--- src/rtl/out_fifo_axis_tx.sv ---
// out_fifo_axis_tx: drains result blocks from the output SRAM
// and streams them out as an AXI-Stream master packet.
module out_fifo_axis_tx #(
    parameter int ADDR_WIDTH = 9,
    parameter int DATA_WIDTH = 128,
    parameter int AXIS_WIDTH = 32,
    parameter int DEPTH      = 512
) (
    input  logic                  clk,
    input  logic                  reset_n,
    input  logic                  start,
    input  logic [ADDR_WIDTH:0]   blk_count,
    output logic [0:ADDR_WIDTH-1] sram_addr,
    output logic                  sram_r_e,
    input  logic [0:DATA_WIDTH-1] sram_data,
    output logic [AXIS_WIDTH-1:0] m_axis_tdata,
    output logic                  m_axis_tvalid,
    input  logic                  m_axis_tready,
    output logic                  m_axis_tlast,
    output logic                  busy,
    output logic                  done
);

    localparam int BEATS = DATA_WIDTH / AXIS_WIDTH;
    localparam int BW    = (BEATS > 1) ? $clog2(BEATS) : 1;

    localparam logic [ADDR_WIDTH:0] DEPTH_C = (ADDR_WIDTH+1)'(DEPTH);
    localparam logic [BW-1:0]       LAST_B  = BW'(BEATS - 1);

    typedef enum logic [2:0] {
        IDLE,
        FETCH,
        LOAD,
        SEND,
        DONE
    } state_t;

    state_t                  state_q, state_d;
    logic [ADDR_WIDTH-1:0]   rd_ptr_q, rd_ptr_d;
    logic [ADDR_WIDTH:0]     left_q, left_d;
    logic [BW-1:0]           beat_q, beat_d;
    logic [0:DATA_WIDTH-1]   shreg_q, shreg_d;

    logic [ADDR_WIDTH:0]     cnt_sat;
    logic                    last_beat;
    logic                    final_blk;

    assign cnt_sat   = (blk_count > DEPTH_C) ? DEPTH_C : blk_count;
    assign last_beat = (beat_q == LAST_B);
    assign final_blk = (left_q == (ADDR_WIDTH+1)'(1));

    // State, pointers, counters and the output shift register.
    always_ff @(posedge clk or negedge reset_n) begin
        if (!reset_n) begin
            state_q  <= IDLE;
            rd_ptr_q <= '0;
            left_q   <= '0;
            beat_q   <= '0;
            shreg_q  <= '0;
        end else begin
            state_q  <= state_d;
            rd_ptr_q <= rd_ptr_d;
            left_q   <= left_d;
            beat_q   <= beat_d;
            shreg_q  <= shreg_d;
        end
    end

    // Next-state logic: fetch a block, load it, then shift it out.
    always_comb begin
        state_d  = state_q;
        rd_ptr_d = rd_ptr_q;
        left_d   = left_q;
        beat_d   = beat_q;
        shreg_d  = shreg_q;
        unique case (state_q)
            IDLE: begin
                if (start) begin
                    left_d   = cnt_sat;
                    rd_ptr_d = '0;
                    beat_d   = '0;
                    state_d  = (cnt_sat == '0) ? DONE : FETCH;
                end
            end
            FETCH: begin
                state_d = LOAD;
            end
            LOAD: begin
                shreg_d = sram_data;
                beat_d  = '0;
                state_d = SEND;
            end
            SEND: begin
                if (m_axis_tready) begin
                    shreg_d = shreg_q << AXIS_WIDTH;
                    if (last_beat) begin
                        beat_d = '0;
                        left_d = left_q - 1'b1;
                        if (final_blk) begin
                            state_d = DONE;
                        end else begin
                            // Only advance when another block follows,
                            // so the pointer stays below DEPTH.
                            rd_ptr_d = rd_ptr_q + 1'b1;
                            state_d  = FETCH;
                        end
                    end else begin
                        beat_d = beat_q + 1'b1;
                    end
                end
            end
            DONE: begin
                state_d = IDLE;
            end
            default: begin
                state_d = IDLE;
            end
        endcase
    end

    // Outputs decoded from registered state only, so tvalid
    // never depends on tready and everything is 0 in reset.
    always_comb begin
        sram_r_e      = (state_q == FETCH);
        sram_addr     = (state_q == FETCH) ? rd_ptr_q : '0;
        m_axis_tvalid = (state_q == SEND);
        m_axis_tdata  = (state_q == SEND) ? shreg_q[0:AXIS_WIDTH-1] : '0;
        m_axis_tlast  = (state_q == SEND) && last_beat && final_blk;
        busy          = (state_q != IDLE);
        done          = (state_q == DONE);
    end

endmodule

--- config.mk ---
export PLATFORM = sky130hd
export DESIGN_NAME = out_fifo_axis_tx
export DESIGN_NICKNAME = d
export VERILOG_FILES = /design/src/rtl/out_fifo_axis_tx.sv
export SDC_FILE = /design/constraint.sdc
export NUM_CORES = 1
export LEC_CHECK = 0
export CAP_MARGIN = 20
export CORE_UTILIZATION = 35
export CTS_CLUSTER_SIZE = 40
export DETAILED_ROUTE_END_ITERATION = 6
export GPL_ROUTABILITY_DRIVEN = 1
export SYNTH_ARGS = -nofsm -noshare
export SYNTH_HDL_FRONTEND = slang
export SYNTH_SLANG_ARGS = --single-unit
--- constraint.sdc ---
create_clock -name clk -period 1.94 [get_ports clk]
set_clock_uncertainty 0.05 [all_clocks]
set_input_delay 0.485 -clock clk [delete_from_list [all_inputs] [get_ports clk]]
set_output_delay 0.485 -clock clk [all_outputs]
set_load 0.02 [all_outputs]
==> results of run 1 <==
==> timing repair <==
item / 4_1_cts / 5_1_grt
gates resized for setup: 352 / 24
endpoints found under the setup margin: 130 / 131
buffers inserted: 16 / 12
endpoints found under the hold margin: 37 / 0
gates cloned: 7 / 4
hold buffers: 1 / 0
pin swaps: 24 / 11
==> cells in the mapped netlist (5+ instances only) <==
cell type / number / area [sq um]
o22ai_1: 155 / 970
inv_1: 6 / 22.5
clkbuf_1: 41 / 154
dfrtp_1: 152 / 3800
o21ai_1: 7 / 35.0
nor2_1: 22 / 82.6
mux2i_1: 18 / 180
nand3_1: 5 / 25.0
xor2_1: 6 / 52.6
buf_2: 17 / 85.1
a21oi_1: 86 / 430
and2_1: 44 / 275
a22o_1: 33 / 289
nand2_1: 32 / 120
o21ai_0: 30 / 150
nor3_1: 5 / 25.0
nor3b_1: 5 / 37.5
buf_1: 10 / 37.5
==> stage by stage <==
stage	area, sq um	util	power, W
6_report	11300	0.572	0.0195
5_1_grt	11300	0.572	0.0207
4_1_cts	11100	0.559	0.0192
3_5_place_dp	9810	0.496	0.0139
3_3_place_gp	9810	0.496	0.0137
2_1_floorplan	7220	-	0.0104
==> area by class of cell <==
cell class,count,area share
inverters,7,0.00343
well taps,265,0.0293
diodes,4,0.000884
flip-flops and latches,152,0.336
clock inverters,13,0.0172
repair buffers,299,0.282
multi-input cells,495,0.292
clock buffers,19,0.0391
==> logic make-up (layout without fill, tap and decap cells) <==
logic type | Yosys count | after routing | synth area share
adders and majority gates | 4 | 4 | 0.00699
other | 0 | 4 | 0
xor gates and xnor gates | 6 | 6 | 0.00734
AOI/OAI and AO/OA | 329 | 329 | 0.282
DFF | 152 | 152 | 0.531
muxes | 20 | 20 | 0.0283
buffers and inverters | 75 | 338 | 0.0423
and+or+nand+nor | 136 | 136 | 0.102
==> state kept, by name, indices dropped and copies added, names as in the netlist <==
name / flops
beat_q: 2
left_q: 10
shreg_q: 128
rd_ptr_q: 9
state_q: 3
==> final timing paths <==
path | from | to | slack [ns] | cells past startpoint
max in group asynchronous | reset_n | shreg_q[48]$_DFFE_PN0P_ | 0.75 | 3
max | state_q[2]$_DFFE_PN0P_ | m_axis_tlast | -0.32 | 7
max reg2reg | state_q[0]$_DFFE_PN0P_ | left_q[1]$_DFFE_PN0P_ | 0.04 | 7
min | shreg_q[84]$_DFFE_PN0P_ | shreg_q[84]$_DFFE_PN0P_ | 0.43 | 2
min in group asynchronous | reset_n | left_q[1]$_DFFE_PN0P_ | 0.50 | 2
min reg2reg | shreg_q[84]$_DFFE_PN0P_ | shreg_q[84]$_DFFE_PN0P_ | 0.43 | 2
==> where the power goes <==
| part | switching (W) | total (W) | internal, W | leakage [nW] |
|---|---|---|---|---|
| clock | 0.00141 | 0.00362 | 0.00221 | 0.312 |
| combinational | 0.00462 | 0.0101 | 0.00545 | 2.73 |
| sequential | 0.00120 | 0.00584 | 0.00464 | 1.87 |
| total | 0.00723 | 0.0195 | 0.0123 | 4.91 |
==> worst reg2reg max path, delay by kind of cell, from the launching register on <==
kind            cells  cell delay (ns)
simple gates        2             0.47
buf+inv             3             0.44
flops               1             0.51
compound gates      2             0.30
==> layer usage <==
| metal | global-route usage | part of all wire |
|---|---|---|
| met5 | 0 | 0 |
| met1 | 0.322 | 0.46 |
| met4 | 0.107 | 0.026 |
| met2 | 0.356 | 0.47 |
| met3 | 0.0327 | 0.045 |
==> results.toml, run 1 <==
[run_status]
status = "finished, violations left"
violations = "negative setup slack"

[routing]
drt_iter0_drc = 555
dr_total_vias = 6990
viasPerCell = 5.57
wirelength_um = 24700
wl_per_cell_um = 19.7
final_antenna_net_count = 0
dr.pass1.iters = 5
drc = 0

[pwr]
p_leak_nw = 4.91
p_per_area_nw_per_um2 = 1730
peakVddDrop_v = 0.000731

[cells_and_area]
layout_commonest_cell = "o22ai_1"
final_cell_mix = "o22ai_1 (155), dfrtp_1 (151), clkdlybuf4s50_1 (139)"
seq_area_sq_um = 3810
final_cells = 1254
fill_cells = 1697
drive_above_1_share = 0.261
multi_input_area_sq_um = 3300
syn_to_final_growth_pct = 58.1
nets = 1118

[floorplanning]
dieArea_sq_um = 21000
ios = 188
initial_core_util = 0.362
coreArea_sq_um = 19800
dieHeight_um = 145
num_rows = 51
die_width_um = 145

[clocking]
clk_pin_slew_worst_paths_ns = 0.06
clockBufferDepth = 2
clk_latency_ns = 0.42
htree_num_levels = 4
cts-buffers-inserted = 17
cts_tree = "done"
root_buffer = "clkbuf_16"
cts_sinks = 152

[setup_path]
crit_family = "simple AND/OR/NAND/NOR gates"
cp.buffers_inverters = 3
cp_max_fo = 5
critPathRequiredTime_ns = 1.40
critPathKind = "flip-flop to primary output"
endpoint_kind = "primary output"
crit_path_frequent_cell = "buf_6"
crit_path_max_incr_delay_ns = 0.42
crit_slowest_cell = "dfrtp_1"
start_kind = "flip-flop"
crit_chain = "nor2b_4 > nand2_4 > clkinv_8 > buf_6 > nand4_1 > nor2_4 > buf_6"
worstPathArrival_ns = 1.72

[timing]
rsz0062_at_grt = "true"
setup_viol = 46
fin_crit_sh = 1.16
whs_ns = 0.430
final_max_slew_viol_count = 0
fmax_mhz = 443
max_slew.worst_pin.slew_ns = 0.453
layout_setup_ws_ns = -0.319
hold_viol = 0
relSlewSlack = 0.698
period_needed_ns = 2.26
setup_tns_ns = -10.64

[global_route]
grt_start_max_net_pins = 51
grt_usage = 0.232
overflow = 0
grt_first_pass_wirelength_um = 38400
grt_pass1_vias = 6812
antenna_found_initial = 4

[hold_path]
min_path_type = "flip-flop to flip-flop"

[yosys]
ys_seq_area_frac = 0.531
postSynthCellCount = 722
syn-num-nets = 868
yosys_warnings = 0
async_flop_share = 1.00
synth.cell_area_sq_um = 7160
synth_cell_type_count = 43
yosys_register_bits = 152
synth_edf_count = 0
avgSynthCellArea_sq_um = 9.92
synth_flop_cell = "dfrtp_1"

[place]
gp_congestion = 0.828
dp_cells = 1179
hpwl_um = 15300
place_ws_ns = -0.418
port_buffers = 187

[flow_run]
drv_cap = 0
Note: power is estimated with default switching activity, not from simulation.
==> run 2: changes to the inputs <==
- CAP_MARGIN: 20 -> unset
==> results of run 2 <==
The final DEF is identical to that of run 1; final timing and power are the same.
==> run 3: changes to the inputs <==
- ABC_AREA: unset -> 1
==> results.toml, run 3 <==
[run_status]
status = "finished, violations left"
violations = "negative setup slack"

[pwr]
p_int_w = 0.0122
finalPower_w = 0.0205
clkPwrFrac = 0.170
peakVddDrop_v = 0.000740
p_seq_frac = 0.267
p_leak_nw = 5.25
p_per_area_nw_per_um2 = 1780
combPwrFrac = 0.563
power_switching_w = 0.00829
switching_share = 0.404

[yosys]
synth_edf_count = 0
synth_commonest_cells = "nor2_1 (160), dfrtp_1 (152), inv_1 (150)"
yosys_warnings = 0
synthTopCellsByArea = "dfrtp_1 (50%), o21ai_0 (8.7%), nor2_1 (7.9%)"
yosysMostFrequentCell = "nor2_1"
synth_cell_type_count = 32
ys_seq_area_frac = 0.503
synth.cell_area_sq_um = 7570
netlist.area_leader.share = 0.503
post-synth-top-area-cell = "dfrtp_1"
syn-num-nets = 1082
synth_flop_cell = "dfrtp_1"
postSynthCellCount = 936
avgSynthCellArea_sq_um = 8.08
async_flop_share = 1.00
yosys_register_bits = 152

[setup_path]
crit_chain = "nor2_2 > nand2_1 > nor2_1 > buf_4 > nand4_1 > nor2_1 > buf_4"
critPathKind = "flip-flop to primary output"
critPathRequiredTime_ns = 1.40
worstPathArrival_ns = 1.74
crit_path_max_incr_delay_ns = 0.40
crit_slowest_cell = "dfrtp_1"
cp_max_fo = 3
start_kind = "flip-flop"
crit_family = "simple AND/OR/NAND/NOR gates"
cp.buffers_inverters = 2
endpoint_kind = "primary output"

[cells_and_area]
syn_to_final_growth_pct = 52.0
final_area_sq_um = 11500
largest_register = "shreg_q"
diodes = 0
largest_register_ffs = 128
drive_above_1_share = 0.203
reg_top3 = "shreg_q x128, left_q x10, rd_ptr_q x9"
final_cell_mix = "inv_1 (150), dfrtp_1 (150), clkdlybuf4s50_1 (140)"
nets = 1329

[routing]
wl_per_cell_um = 16.2
dr_wl_met2_um = 10800
final_antenna_net_count = 0
top_layer_used = "met4"
dr.pass1.iters = 5
drc = 0
drt_iter0_drc = 404
met1_length_um = 11300
wirelength_um = 23800
wl_met3_um = 1330
dr_total_vias = 7181
viasPerCell = 4.88

[global_route]
grt_pass1_vias = 6567
grt_first_pass_wirelength_um = 35900
grt_usage = 0.209
grt_start_max_net_pins = 61
overflow = 0
antenna_found_initial = 0

[clocking]
htree_num_levels = 4
cts_tree = "done"
clk_latency_ns = 0.41
clockBufferDepth = 2
cts-buffers-inserted = 17
cts_sinks = 152
clk_pin_slew_worst_paths_ns = 0.07
root_buffer = "clkbuf_16"

[place]
hpwl_um = 15400
gp_congestion = 0.868
port_buffers = 187
place_ws_ns = -0.299
post_dp_cell_area_sq_um = 10100

[floorplanning]
coreArea_sq_um = 21100
die_width_um = 149
dieArea_sq_um = 22200
ios = 188
dieHeight_um = 149
num_rows = 53
initial_core_util = 0.359

[timing]
setup_viol = 63
relSlewSlack = 0.696
fmax_mhz = 439
max_slew.worst_pin.slew_ns = 0.456
whs_ns = 0.434
period_needed_ns = 2.28
rsz0062_at_grt = "true"
fin_crit_sh = 1.17
final_max_slew_viol_count = 0
hold_viol = 0
layout_setup_ws_ns = -0.337
setup_tns_ns = -10.20

[flow_run]
drv_cap = 0

[hold_path]
min_path_type = "flip-flop to flip-flop"
==> run 3: path summary, 6_finish.rpt <==
kind                                         from                       to  slack, ns  depth (start not counted)
setup / recovery            left_q[5]$_DFFE_PN0P_             m_axis_tlast      -0.34                          7
hold / removal              left_q[7]$_DFFE_PN0P_    left_q[7]$_DFFE_PN0P_       0.43                          2
setup reg to reg           state_q[0]$_DFFE_PN0P_  shreg_q[42]$_DFFE_PN0P_      -0.07                         11
hold reg to reg             left_q[7]$_DFFE_PN0P_    left_q[7]$_DFFE_PN0P_       0.43                          2
max in group asynchronous                 reset_n    left_q[9]$_DFFE_PN0P_       0.74                          3
min in group asynchronous                 reset_n  rd_ptr_q[6]$_DFFE_PN0P_       0.51                          2
==> run 3: through the flow <==
stage | std cells | utilization
final | 1471 | 0.545
after floorplan | 936 | -
after global placement | 1397 | 0.481
after CTS | 1449 | 0.526
after detailed placement | 1397 | 0.481
after global routing | 1471 | 0.545
==> run 3: cell families after synthesis <==
group | Yosys count | synth area share
compound gates | 253 | 0.195
flops | 152 | 0.503
buf+inv | 216 | 0.119
fa+ha+maj | 4 | 0.00662
xor+xnor | 10 | 0.0116
simple gates | 301 | 0.166
==> run 3: worst register-to-register path, delay by kind of cell (launching register included) <==
kind	cells	cell delay (ns)
simple gates	2	0.23
flops	1	0.36
compound gates	3	0.44
buf+inv	6	0.83
==> run 3: final cells by class <==
class | instances | area (sq um)
inverters | 156 | 604
flip-flops and latches | 152 | 3810
clock inverters | 13 | 179
repair inverters | 2 | 13.8
multi-input cells | 568 | 3040
clock buffers | 19 | 433
fillers | 1962 | 9590
repair buffers | 286 | 3080
well taps | 275 | 344
==> run 3: what timing repair did <==
item,in CTS,in global routing
hold endpoints to repair,39,0
hold buffers,1,0
gates resized for setup,238,71
cloned,7,8
pin swaps,6,10
endpoints found under the setup margin,139,165
setup buffers,13,16
==> run 3: metal layers <==
| layer | global-route usage | up-vias |
|---|---|---|
| met5 | 0 | - |
| met2 | 0.311 | 199 |
| li1 | - | 3551 |
| met3 | 0.0336 | 26 |
| met4 | 0.0658 | 0 |
| met1 | 0.308 | 3405 |
==> run 3: power by group through the flow <==
stage | logic [W] | registers (W) | clock network, W
after global placement | 0.00912 | 0.00544 | 0
after CTS | 0.0104 | 0.00546 | 0.00353
after global routing | 0.0127 | 0.00564 | 0.00368
after floorplan | 0.00619 | 0.00527 | 0
after detailed placement | 0.00923 | 0.00550 | 0
final | 0.0115 | 0.00547 | 0.00347
